### config.mk
export PLATFORM = sky130hd
export DESIGN_NAME = memory_cycle_stall_flat
export DESIGN_NICKNAME = d
export VERILOG_FILES = /design/src/rtl/memory_cycle_stall_pkg.sv /design/src/rtl/memory_cycle_stall_if.sv /design/src/rtl/memory_cycle_stall_mem_wb_reg.sv /design/src/rtl/memory_cycle_stall.sv /design/src/flat_wrapper.sv
export SDC_FILE = /design/constraint.sdc
export NUM_CORES = 1
export LEC_CHECK = 0
export ABC_AREA = 1
export CORE_ASPECT_RATIO = 1.1
export CORE_MARGIN = 2
export CORE_UTILIZATION = 31
export CTS_CLUSTER_DIAMETER = 60
export CTS_CLUSTER_SIZE = 16
export DETAILED_ROUTE_END_ITERATION = 10
export DONT_BUFFER_PORTS = 1
export MAX_ROUTING_LAYER = met4
export SYNTH_ARGS = -nofsm -noshare
export SYNTH_HDL_FRONTEND = slang
export SYNTH_SLANG_ARGS = --single-unit
### constraint.sdc
create_clock -name clk -period 1.4 [get_ports clk]
set_input_delay 0 -clock clk [delete_from_list [all_inputs] [get_ports clk]]
set_output_delay 0 -clock clk [all_outputs]
set_load 0.01 [all_outputs]
### src/rtl/memory_cycle_stall_pkg.sv
// Shared pipeline definitions for the MEM stage: FSM encoding, data width, the MEM/WB payload.
package memory_cycle_stall_pkg;

  localparam int unsigned XLEN           = 32;
  localparam int unsigned DefaultTimeout = 16;

  typedef enum logic {
    StIdle = 1'b0,
    StWait = 1'b1
  } mem_state_e;

  typedef struct packed {
    logic            reg_write;
    logic            result_src;
    logic [4:0]      rd;
    logic [XLEN-1:0] pc_plus4;
    logic [XLEN-1:0] alu_result;
    logic [XLEN-1:0] read_data;
    logic            bus_err;
  } mem_wb_t;

endpackage

### src/rtl/memory_cycle_stall_if.sv
// Handshaked data-memory port; deasserting req cancels an outstanding access.
interface memory_cycle_stall_if;
  import memory_cycle_stall_pkg::*;

  logic            req;
  logic            we;
  logic [XLEN-1:0] addr;
  logic [XLEN-1:0] wdata;
  logic [XLEN-1:0] rdata;
  logic            ack;

  modport master (output req, output we, output addr, output wdata, input rdata, input ack);
  modport slave  (input req, input we, input addr, input wdata, output rdata, output ack);

endinterface

### src/rtl/memory_cycle_stall_mem_wb_reg.sv
// MEM/WB pipeline register; bubble kills the write-back and error flags but holds the payload.
module mem_wb_reg
  import memory_cycle_stall_pkg::*;
(
  input  logic    clk,
  input  logic    rst,
  input  logic    bubble,
  input  mem_wb_t d,
  output mem_wb_t q
);

  always_ff @(posedge clk or negedge rst) begin
    if (!rst) begin
      q <= '0;
    end else if (bubble) begin
      q.reg_write <= 1'b0;
      q.bus_err   <= 1'b0;
    end else begin
      q <= d;
    end
  end

endmodule

### src/rtl/memory_cycle_stall.sv
// MEM stage: drives the data-memory handshake, stalls the front of the pipe while waiting,
// and flags misaligned or timed-out accesses into WB.
module memory_cycle_stall
  import memory_cycle_stall_pkg::*;
#(
  parameter int unsigned TIMEOUT = DefaultTimeout,
  parameter int unsigned CNT_W   = 8
) (
  input  logic                 clk,
  input  logic                 rst,
  input  logic                 RegWriteM,
  input  logic                 MemWriteM,
  input  logic                 ResultSrcM,
  input  logic [4:0]           RD_M,
  input  logic [XLEN-1:0]      PCPlus4M,
  input  logic [XLEN-1:0]      WriteDataM,
  input  logic [XLEN-1:0]      ALU_ResultM,
  memory_cycle_stall_if.master dmem,
  output logic                 StallM,
  output logic                 RegWriteW,
  output logic                 ResultSrcW,
  output logic [4:0]           RD_W,
  output logic [XLEN-1:0]      PCPlus4W,
  output logic [XLEN-1:0]      ALU_ResultW,
  output logic [XLEN-1:0]      ReadDataW,
  output logic                 BusErrW,
  output logic [CNT_W-1:0]     ErrCountW
);

  mem_state_e       state_q, state_d;
  logic [CNT_W-1:0] cnt_q, cnt_d;
  logic [CNT_W-1:0] err_cnt_q, err_cnt_d;

  logic    memop, misaligned, timeout_hit, timeout_abort, done, err;
  mem_wb_t wb_d, wb_q;

  assign memop      = MemWriteM | ResultSrcM;
  assign misaligned = memop & (ALU_ResultM[1:0] != 2'b00);

  // Gated by reset so an access is cancelled the moment reset asserts.
  assign dmem.req   = memop & ~misaligned & rst;
  assign dmem.we    = MemWriteM;
  assign dmem.addr  = ALU_ResultM;
  assign dmem.wdata = WriteDataM;

  assign timeout_hit   = (state_q == StWait) && (cnt_q == CNT_W'(TIMEOUT - 1));
  assign done          = dmem.req & dmem.ack;
  assign timeout_abort = dmem.req & ~dmem.ack & timeout_hit;
  assign StallM        = dmem.req & ~dmem.ack & ~timeout_hit;
  assign err           = misaligned | timeout_abort;

  always_ff @(posedge clk or negedge rst) begin
    if (!rst) begin
      state_q   <= StIdle;
      cnt_q     <= '0;
      err_cnt_q <= '0;
    end else begin
      state_q   <= state_d;
      cnt_q     <= cnt_d;
      err_cnt_q <= err_cnt_d;
    end
  end

  always_comb begin
    state_d   = state_q;
    cnt_d     = cnt_q;
    err_cnt_d = err_cnt_q;
    unique case (state_q)
      StIdle: begin
        if (dmem.req && !dmem.ack) begin
          state_d = StWait;
          cnt_d   = CNT_W'(1);
        end
      end
      StWait: begin
        if (!dmem.req || dmem.ack || timeout_hit) begin
          state_d = StIdle;
          cnt_d   = '0;
        end else begin
          cnt_d = cnt_q + CNT_W'(1);
        end
      end
      default: begin
        state_d = StIdle;
        cnt_d   = '0;
      end
    endcase
    if (err && (err_cnt_q != '1)) begin
      err_cnt_d = err_cnt_q + CNT_W'(1);
    end
  end

  always_comb begin
    wb_d            = '0;
    wb_d.reg_write  = RegWriteM & ~err;
    wb_d.result_src = ResultSrcM;
    wb_d.rd         = RD_M;
    wb_d.pc_plus4   = PCPlus4M;
    wb_d.alu_result = ALU_ResultM;
    wb_d.read_data  = done ? dmem.rdata : '0;
    wb_d.bus_err    = err;
  end

  mem_wb_reg u_mem_wb_reg (
    .clk    (clk),
    .rst    (rst),
    .bubble (StallM),
    .d      (wb_d),
    .q      (wb_q)
  );

  assign RegWriteW   = wb_q.reg_write;
  assign ResultSrcW  = wb_q.result_src;
  assign RD_W        = wb_q.rd;
  assign PCPlus4W    = wb_q.pc_plus4;
  assign ALU_ResultW = wb_q.alu_result;
  assign ReadDataW   = wb_q.read_data;
  assign BusErrW     = wb_q.bus_err;
  assign ErrCountW   = err_cnt_q;

endmodule

### src/flat_wrapper.sv
// flat-port wrapper written by rule: the top's interface ports become plain ports
module memory_cycle_stall_flat import memory_cycle_stall_pkg::*;
#(
  parameter int unsigned TIMEOUT = DefaultTimeout,
  parameter int unsigned CNT_W   = 8
)
  (clk, rst, RegWriteM, MemWriteM, ResultSrcM, RD_M, PCPlus4M, WriteDataM, ALU_ResultM, StallM, RegWriteW, ResultSrcW, RD_W, PCPlus4W, ALU_ResultW, ReadDataW, BusErrW, ErrCountW, dmem_req, dmem_we, dmem_addr, dmem_wdata, dmem_rdata, dmem_ack);
  memory_cycle_stall_if dmem_i ();
  input  logic clk;
  input  logic rst;
  input  logic RegWriteM;
  input  logic MemWriteM;
  input  logic ResultSrcM;
  input  logic [4:0] RD_M;
  input  logic [XLEN-1:0] PCPlus4M;
  input  logic [XLEN-1:0] WriteDataM;
  input  logic [XLEN-1:0] ALU_ResultM;
  output logic StallM;
  output logic RegWriteW;
  output logic ResultSrcW;
  output logic [4:0] RD_W;
  output logic [XLEN-1:0] PCPlus4W;
  output logic [XLEN-1:0] ALU_ResultW;
  output logic [XLEN-1:0] ReadDataW;
  output logic BusErrW;
  output logic [CNT_W-1:0] ErrCountW;
  output wire logic [$bits(dmem_i.req)-1:0] dmem_req;
  output wire logic [$bits(dmem_i.we)-1:0] dmem_we;
  output wire logic [$bits(dmem_i.addr)-1:0] dmem_addr;
  output wire logic [$bits(dmem_i.wdata)-1:0] dmem_wdata;
  input wire logic [$bits(dmem_i.rdata)-1:0] dmem_rdata;
  input wire logic [$bits(dmem_i.ack)-1:0] dmem_ack;
  assign dmem_req = dmem_i.req;
  assign dmem_we = dmem_i.we;
  assign dmem_addr = dmem_i.addr;
  assign dmem_wdata = dmem_i.wdata;
  assign dmem_i.rdata = dmem_rdata;
  assign dmem_i.ack = dmem_ack;
  memory_cycle_stall #(.TIMEOUT(TIMEOUT), .CNT_W(CNT_W)) u_core (.clk(clk), .rst(rst), .RegWriteM(RegWriteM), .MemWriteM(MemWriteM), .ResultSrcM(ResultSrcM), .RD_M(RD_M), .PCPlus4M(PCPlus4M), .WriteDataM(WriteDataM), .ALU_ResultM(ALU_ResultM), .dmem(dmem_i), .StallM(StallM), .RegWriteW(RegWriteW), .ResultSrcW(ResultSrcW), .RD_W(RD_W), .PCPlus4W(PCPlus4W), .ALU_ResultW(ALU_ResultW), .ReadDataW(ReadDataW), .BusErrW(BusErrW), .ErrCountW(ErrCountW));
endmodule
==> results of run 1 <==
==> worst paths after layout <==
check,end,slack (ns),cells after the start
worst max register to register,u_core.u_mem_wb_reg.q[33]$_DFFE_PN0P_,-0.21,9
worst min-delay path,u_core.u_mem_wb_reg.q[17]$_DFFE_PN0P_,-0.72,0
max in group asynchronous,u_core.u_mem_wb_reg.q[73]$_DFFE_PN0P_,1.93,0
worst max-delay path,u_core.u_mem_wb_reg.q[33]$_DFFE_PN0P_,-0.21,9
min in group clk,dmem_wdata[24],0,0
worst min register to register,u_core.u_mem_wb_reg.q[50]$_DFFE_PN0P_,0.54,2
==> state kept, by name, summed over array words and instances (netlist names) <==
register,count
u_core.ErrCountW,8
u_core.cnt_q,8
u_core.u_mem_wb_reg.q,104
u_core.state_q,1
==> layer usage <==
metal	GRT usage	up-vias	part of all wire
li1	-	2117	-
met1	0.184	2204	0.37
met2	0.323	222	0.52
met3	0.0588	47	0.076
met4	0.0877	0	0.035
met5	-	-	0
==> per-stage QoR <==
step	setup TNS (ns)	cell area, um2	hold WS [ns]	power (mW)
2_1_floorplan	-4.26	5460	-0.296	4.59
3_3_place_gp	-5.53	5380	-0.293	4.65
3_5_place_dp	-10.97	5380	-0.294	4.66
4_1_cts	-20.42	7890	-0.741	9.53
5_1_grt	-26.33	8230	-0.746	9.92
6_report	-14.22	8230	-0.722	9.49
==> cell usage in the layout, fill, tap and decap left out, types with 7 or more instances in the layout <==
cell type	count
nand2_4	28
dlygate4sd3_1	137
nor2_1	8
inv_1	23
o21ai_0	7
nand2_2	70
nand2_1	207
buf_16	8
xor2_1	11
buf_4	24
buf_12	9
clkbuf_16	20
dfrtp_1	121
nand3_1	46
==> critical path, cell delays in order (launching register included) <==
cell and delay [ns]:
dfrtp_1 0.35, ha_2 0.19, nand2_2 0.07, nor2_4 0.11
nand4_4 0.10, nand2_4 0.11, clkinv_4 0.07, buf_12 0.17
buf_16 0.16, a21o_1 0.15
==> timing repair <==
| item | in CTS | in global routing |
|---|---|---|
| gates cloned | 11 | 4 |
| hold endpoints to repair | 227 | 121 |
| pin swaps | 10 | 26 |
| endpoints found under the setup margin | 118 | 120 |
| resized for setup | 64 | 93 |
| setup buffers | 7 | 3 |
==> power by group through the flow <==
stage               clock network (mW)  logic (mW)  registers (mW)
global placement                     0       0.637            4.02
detailed placement                   0       0.645            4.02
finish                            4.44        1.08            3.97
global route                      4.74        1.18            4.00
CTS                               4.56        1.01            3.96
floorplan                            0       0.551            4.04
==> layout make-up <==
type / count / area (um2) / share of cell area
diodes: 2 / 5.00 / 0.000608
inverters: 24 / 95.1 / 0.0116
well taps: 234 / 293 / 0.0356
repair buffers: 189 / 2120 / 0.258
clock buffers: 20 / 457 / 0.0555
flip-flops and latches: 121 / 3030 / 0.368
clock inverters: 12 / 141 / 0.0172
multi-input cells: 394 / 2090 / 0.253
==> logic make-up after synthesis <==
kind of cell / share of synthesized area
fa+ha+maj: 0.00460
flops: 0.557
xor+xnor: 0.0177
simple gates: 0.269
compound gates: 0.0147
buf+inv: 0.137
==> results.yml, run 1 <==
grt:
  antenna_found_initial: 2
  grt_max_degree: 123
  grt_pass1_wl_um: 25100
  gr-total-overflow: 0
  grtUsageTotal: 0.184
  grt_pass1_vias: 4844
power_and_ir_drop:
  p_seq_frac: 0.419
  powerDensity_nw_per_um2: 1150
  p_sw_mw: 2.44
  power.internal_mw: 7.05
  combPwrFrac: 0.114
  ir_worst_vdd_uv: 717
  leakagePower_nw: 3.98
  pwr-share-clk: 0.467
  swShare: 0.257
flow_run:
  cap_viol_max_count: 0
synth:
  synthTopCellsByCount: "303 x nand2_1, 121 x dfrtp_1, 68 x buf_4"
  syn_nets: 770
  synth_edf_count: 0
  synthTopCellsByArea: "dfrtp_1 56%, nand2_1 21%, buf_4 9.4%"
  synth_cells: 629
  yosysTopAreaCell: "dfrtp_1"
  synth.most_common_cell: "nand2_1"
  ys_ff_latch: 121
  synth_flop_cell: "dfrtp_1"
  ys_warn_count: 0
  seq_area_frac_synth: 0.557
  syn_area_per_cell_um2: 8.65
  yosysTopAreaCellShare: 0.557
  syn_area_um2: 5440
  synthArstFlopShare: 1.00
  ys_types: 21
clocking:
  worst_skew_pair.late_latency_ns: 0.42
  path_clk_slew_ns: 0.06
  cts_num_sinks: 121
  htreeDepth: 4
  cts_tree: "built"
  cts-root-buf: "clkbuf_16"
  holdBufCountCts: 137
  numCtsBuffers: 17
  cts_max_path_buffers: 2
worst_setup_path:
  cp-start-kind: "flop"
  rr_startpoint: "u_core.cnt_q[0]$_DFFE_PN0P_"
  worstPathMaxFanout: 9
  endpoint_kind: "flop"
  cp.arrival_ns: 1.89
  required_ns: 1.69
  critical_path_class: "flop to flop"
  crit_start: "u_core.cnt_q[0]$_DFFE_PN0P_"
placed_design:
  pre_cts_ws_ns: -0.148
  place_hpwl_um: 9160
  globalplace.congestion: 0.804
  dp_cells: 803
  io_buffer_count: 0
routing:
  drc: 0
  drt-initial-drc-count: 186
  num_vias: 4590
  firstDrtPassIters: 4
  viasPerCell: 4.61
  ant_nets: 0
  wire_per_inst_um: 18.1
  wl_um: 18000
cells_and_area:
  fin_util: 0.482
  final_nets: 888
  areaGrowthSynthToFinish_pct: 51.3
  n_fill_cell: 1497
  finalNonFillerCells: 996
  drive_above_1_share: 0.250
die:
  io_pins: 318
  initial_core_util: 0.318
  fp.dieH_um: 143
  die_area_um2: 18600
  coreArea_um2: 17100
  rows: 50
  die_x_um: 130
timing:
  period_needed_ns: 1.61
  setup_ws_ns: -0.206
  max_freq_ghz: 0.623
  finalHoldViolations: 121
  worst_slew_pin_slew_ns: 0.312
  setup_viol: 119
  maxSlewHeadroom: 0.790
  hold_ws_ns: -0.722
  drv_slew: 0
  rsz0062_at_grt: "true"
  worst_clock_skew_ns: 0.0192
  finalCritPeriodShare: 1.15
run_status:
  violations: "hold timing, setup timing"
  status: "finished, violations left"
worst_hold_path:
  min-delay-path-class: "input port to asynchronous set/reset pin"
No activity file was read; power rests on OpenSTA's default activity.
==> run 2: changes to the inputs <==
- CORE_AREA: unset -> 2 2 124 126
- CORE_ASPECT_RATIO: 1.1 -> unset
- CORE_MARGIN: 2 -> unset
- CORE_UTILIZATION: 31 -> unset
- DIE_AREA: unset -> 0 0 126 128
- RECOVER_POWER: unset -> 100
==> results.yml, run 2 (same netlist as run 1, synthesis figures left out) <==
run_status:
  status: "finished, violations left"
  violations: "hold timing, setup timing"
worst_setup_path:
  crit_chain: "ha_2 -> nand2_2 -> nor2_4 -> nand4_2 -> nand2_2 -> clkinv_4 -> buf_12 -> buf_6"
  slowest_delay_ns: 0.36
  cp-start-kind: "flop"
  worstPathMaxFanout: 2
  endpoint_kind: "output port"
  required_ns: 1.40
  critical_path_class: "flop to output port"
  crit_top_cell: "nand2_2"
  cp.arrival_ns: 1.64
  critPathSlowestCell: "dfrtp_1"
placed_design:
  placed_area_um2: 5260
  io_buffer_count: 0
  place_hpwl_um: 9300
  globalplace.congestion: 0.841
  pre_cts_ws_ns: -0.160
grt:
  antenna_found_initial: 2
  grt_max_degree: 123
  grt_pass1_wl_um: 23700
  grtUsageTotal: 0.197
  gr-total-overflow: 0
  grt_pass1_vias: 4506
timing:
  drv_slew: 0
  setup_viol: 119
  max_freq_ghz: 0.611
  period_needed_ns: 1.64
  worst_slew_pin_slew_ns: 0.334
  finalCritPeriodShare: 1.17
  hold_ws_ns: -0.717
  rsz0062_at_grt: "true"
  finalHoldViolations: 121
  setup_ws_ns: -0.237
  maxSlewHeadroom: 0.775
  worst_clock_skew_ns: 0.00921
flow_run:
  cap_viol_max_count: 0
clocking:
  cts_num_sinks: 121
  path_clk_slew_ns: 0.05
  holdBufCountCts: 106
  cts_max_path_buffers: 2
  worst_skew_pair.late_latency_ns: 0.41
  numCtsBuffers: 17
  cts_tree: "built"
  cts-root-buf: "clkbuf_16"
  htreeDepth: 4
die:
  rows: 45
  coreArea_um2: 14900
  die_x_um: 126
  initial_core_util: 0.366
  fp.dieH_um: 128
  io_pins: 318
  die_area_um2: 16100
routing:
  drc: 0
  wire_per_inst_um: 18.1
  wl_um: 16300
  firstDrtPassIters: 5
  num_vias: 4402
  drt-initial-drc-count: 308
  ant_nets: 0
  viasPerCell: 4.87
power_and_ir_drop:
  powerDensity_nw_per_um2: 1280
  ir_worst_vdd_uv: 771
  finalPower_mw: 9.31
  leakagePower_nw: 3.69
cells_and_area:
  areaGrowthSynthToFinish_pct: 33.6
  final_nets: 841
  largest-register: "u_core.u_mem_wb_reg.q"
  mostFrequentLayoutCell: "nand2_1"
  largest_reg_flops: 104
  stdcell_area_um2: 7260
  final_cell_mix: "294 x nand2_1, 121 x dfrtp_1, 105 x dlygate4sd3_1, 45 x nand3_1, 23 x inv_1"
  drive_above_1_share: 0.112
worst_hold_path:
  min-delay-path-class: "input port to asynchronous set/reset pin"
[run 2: cell type report]
cell class,count,area (um2)
multi-input combinational,394,1740
clock inverter,8,119
fill,1311,7600
clock buffer,23,478
antenna,3,7.51
tap,188,235
timing repair buffer,142,1560
inverter,24,95.1
sequential,121,3030
[run 2: stage by stage]
stage / cells / util / setup TNS (ns) / hold slack (ns)
2_1_floorplan: 629 / - / -4.26 / -0.296
3_3_place_gp: 749 / 0.354 / -3.36 / -0.293
3_5_place_dp: 749 / 0.354 / -14.21 / -0.293
4_1_cts: 895 / 0.481 / -23.19 / -0.737
5_1_grt: 902 / 0.489 / -28.93 / -0.744
6_report: 903 / 0.489 / -19.92 / -0.717
[run 2: report_power, final]
part	internal [mW]	switching, mW	leakage, nW
clock	2.92	1.48	0.297
sequential	3.73	0.264	1.52
combinational	0.458	0.458	1.88
[run 2: critical path, delay by kind of cell (launching register included)]
family	cells	cell delay [ns]
fa+ha+maj	1	0.20
simple gates	4	0.38
buf+inv	3	0.29
flops	1	0.36
[run 2: per-layer routing]
metal | global-route usage | routed length (um) | up-vias
met5 | - | 0 | -
met4 | 0.0827 | 393 | 0
met3 | 0.0818 | 1560 | 40
met2 | 0.330 | 8310 | 266
met1 | 0.206 | 6070 | 2076
li1 | - | - | 2020
[run 2: repair_timing]
action / CTS / global route
gates cloned: 4 / 4
setup buffers: 5 / 1
pin swaps: 7 / 5
hold endpoints to repair: 228 / 121
setup endpoints to repair: 119 / 121
resized for setup: 21 / 9
[run 2: final timing paths]
check                           cells after the start                         from                                     end  slack [ns]
worst max-delay path                                8  u_core.cnt_q[0]$_DFFE_PN0P_                                  StallM       -0.24
worst min-delay path                                0                          rst   u_core.u_mem_wb_reg.q[12]$_DFFE_PN0P_       -0.72
worst max register to register                     10  u_core.cnt_q[0]$_DFFE_PN0P_  u_core.u_mem_wb_reg.q[102]$_DFFE_PN0P_       -0.22
worst min register to register                      1     u_core.state_q$_DFF_PN0_             u_core.cnt_q[0]$_DFFE_PN0P_        0.53
max in group asynchronous                           0                          rst             u_core.cnt_q[3]$_DFFE_PN0P_        1.93
min in group clk                                    0              ALU_ResultM[17]                           dmem_addr[17]           0
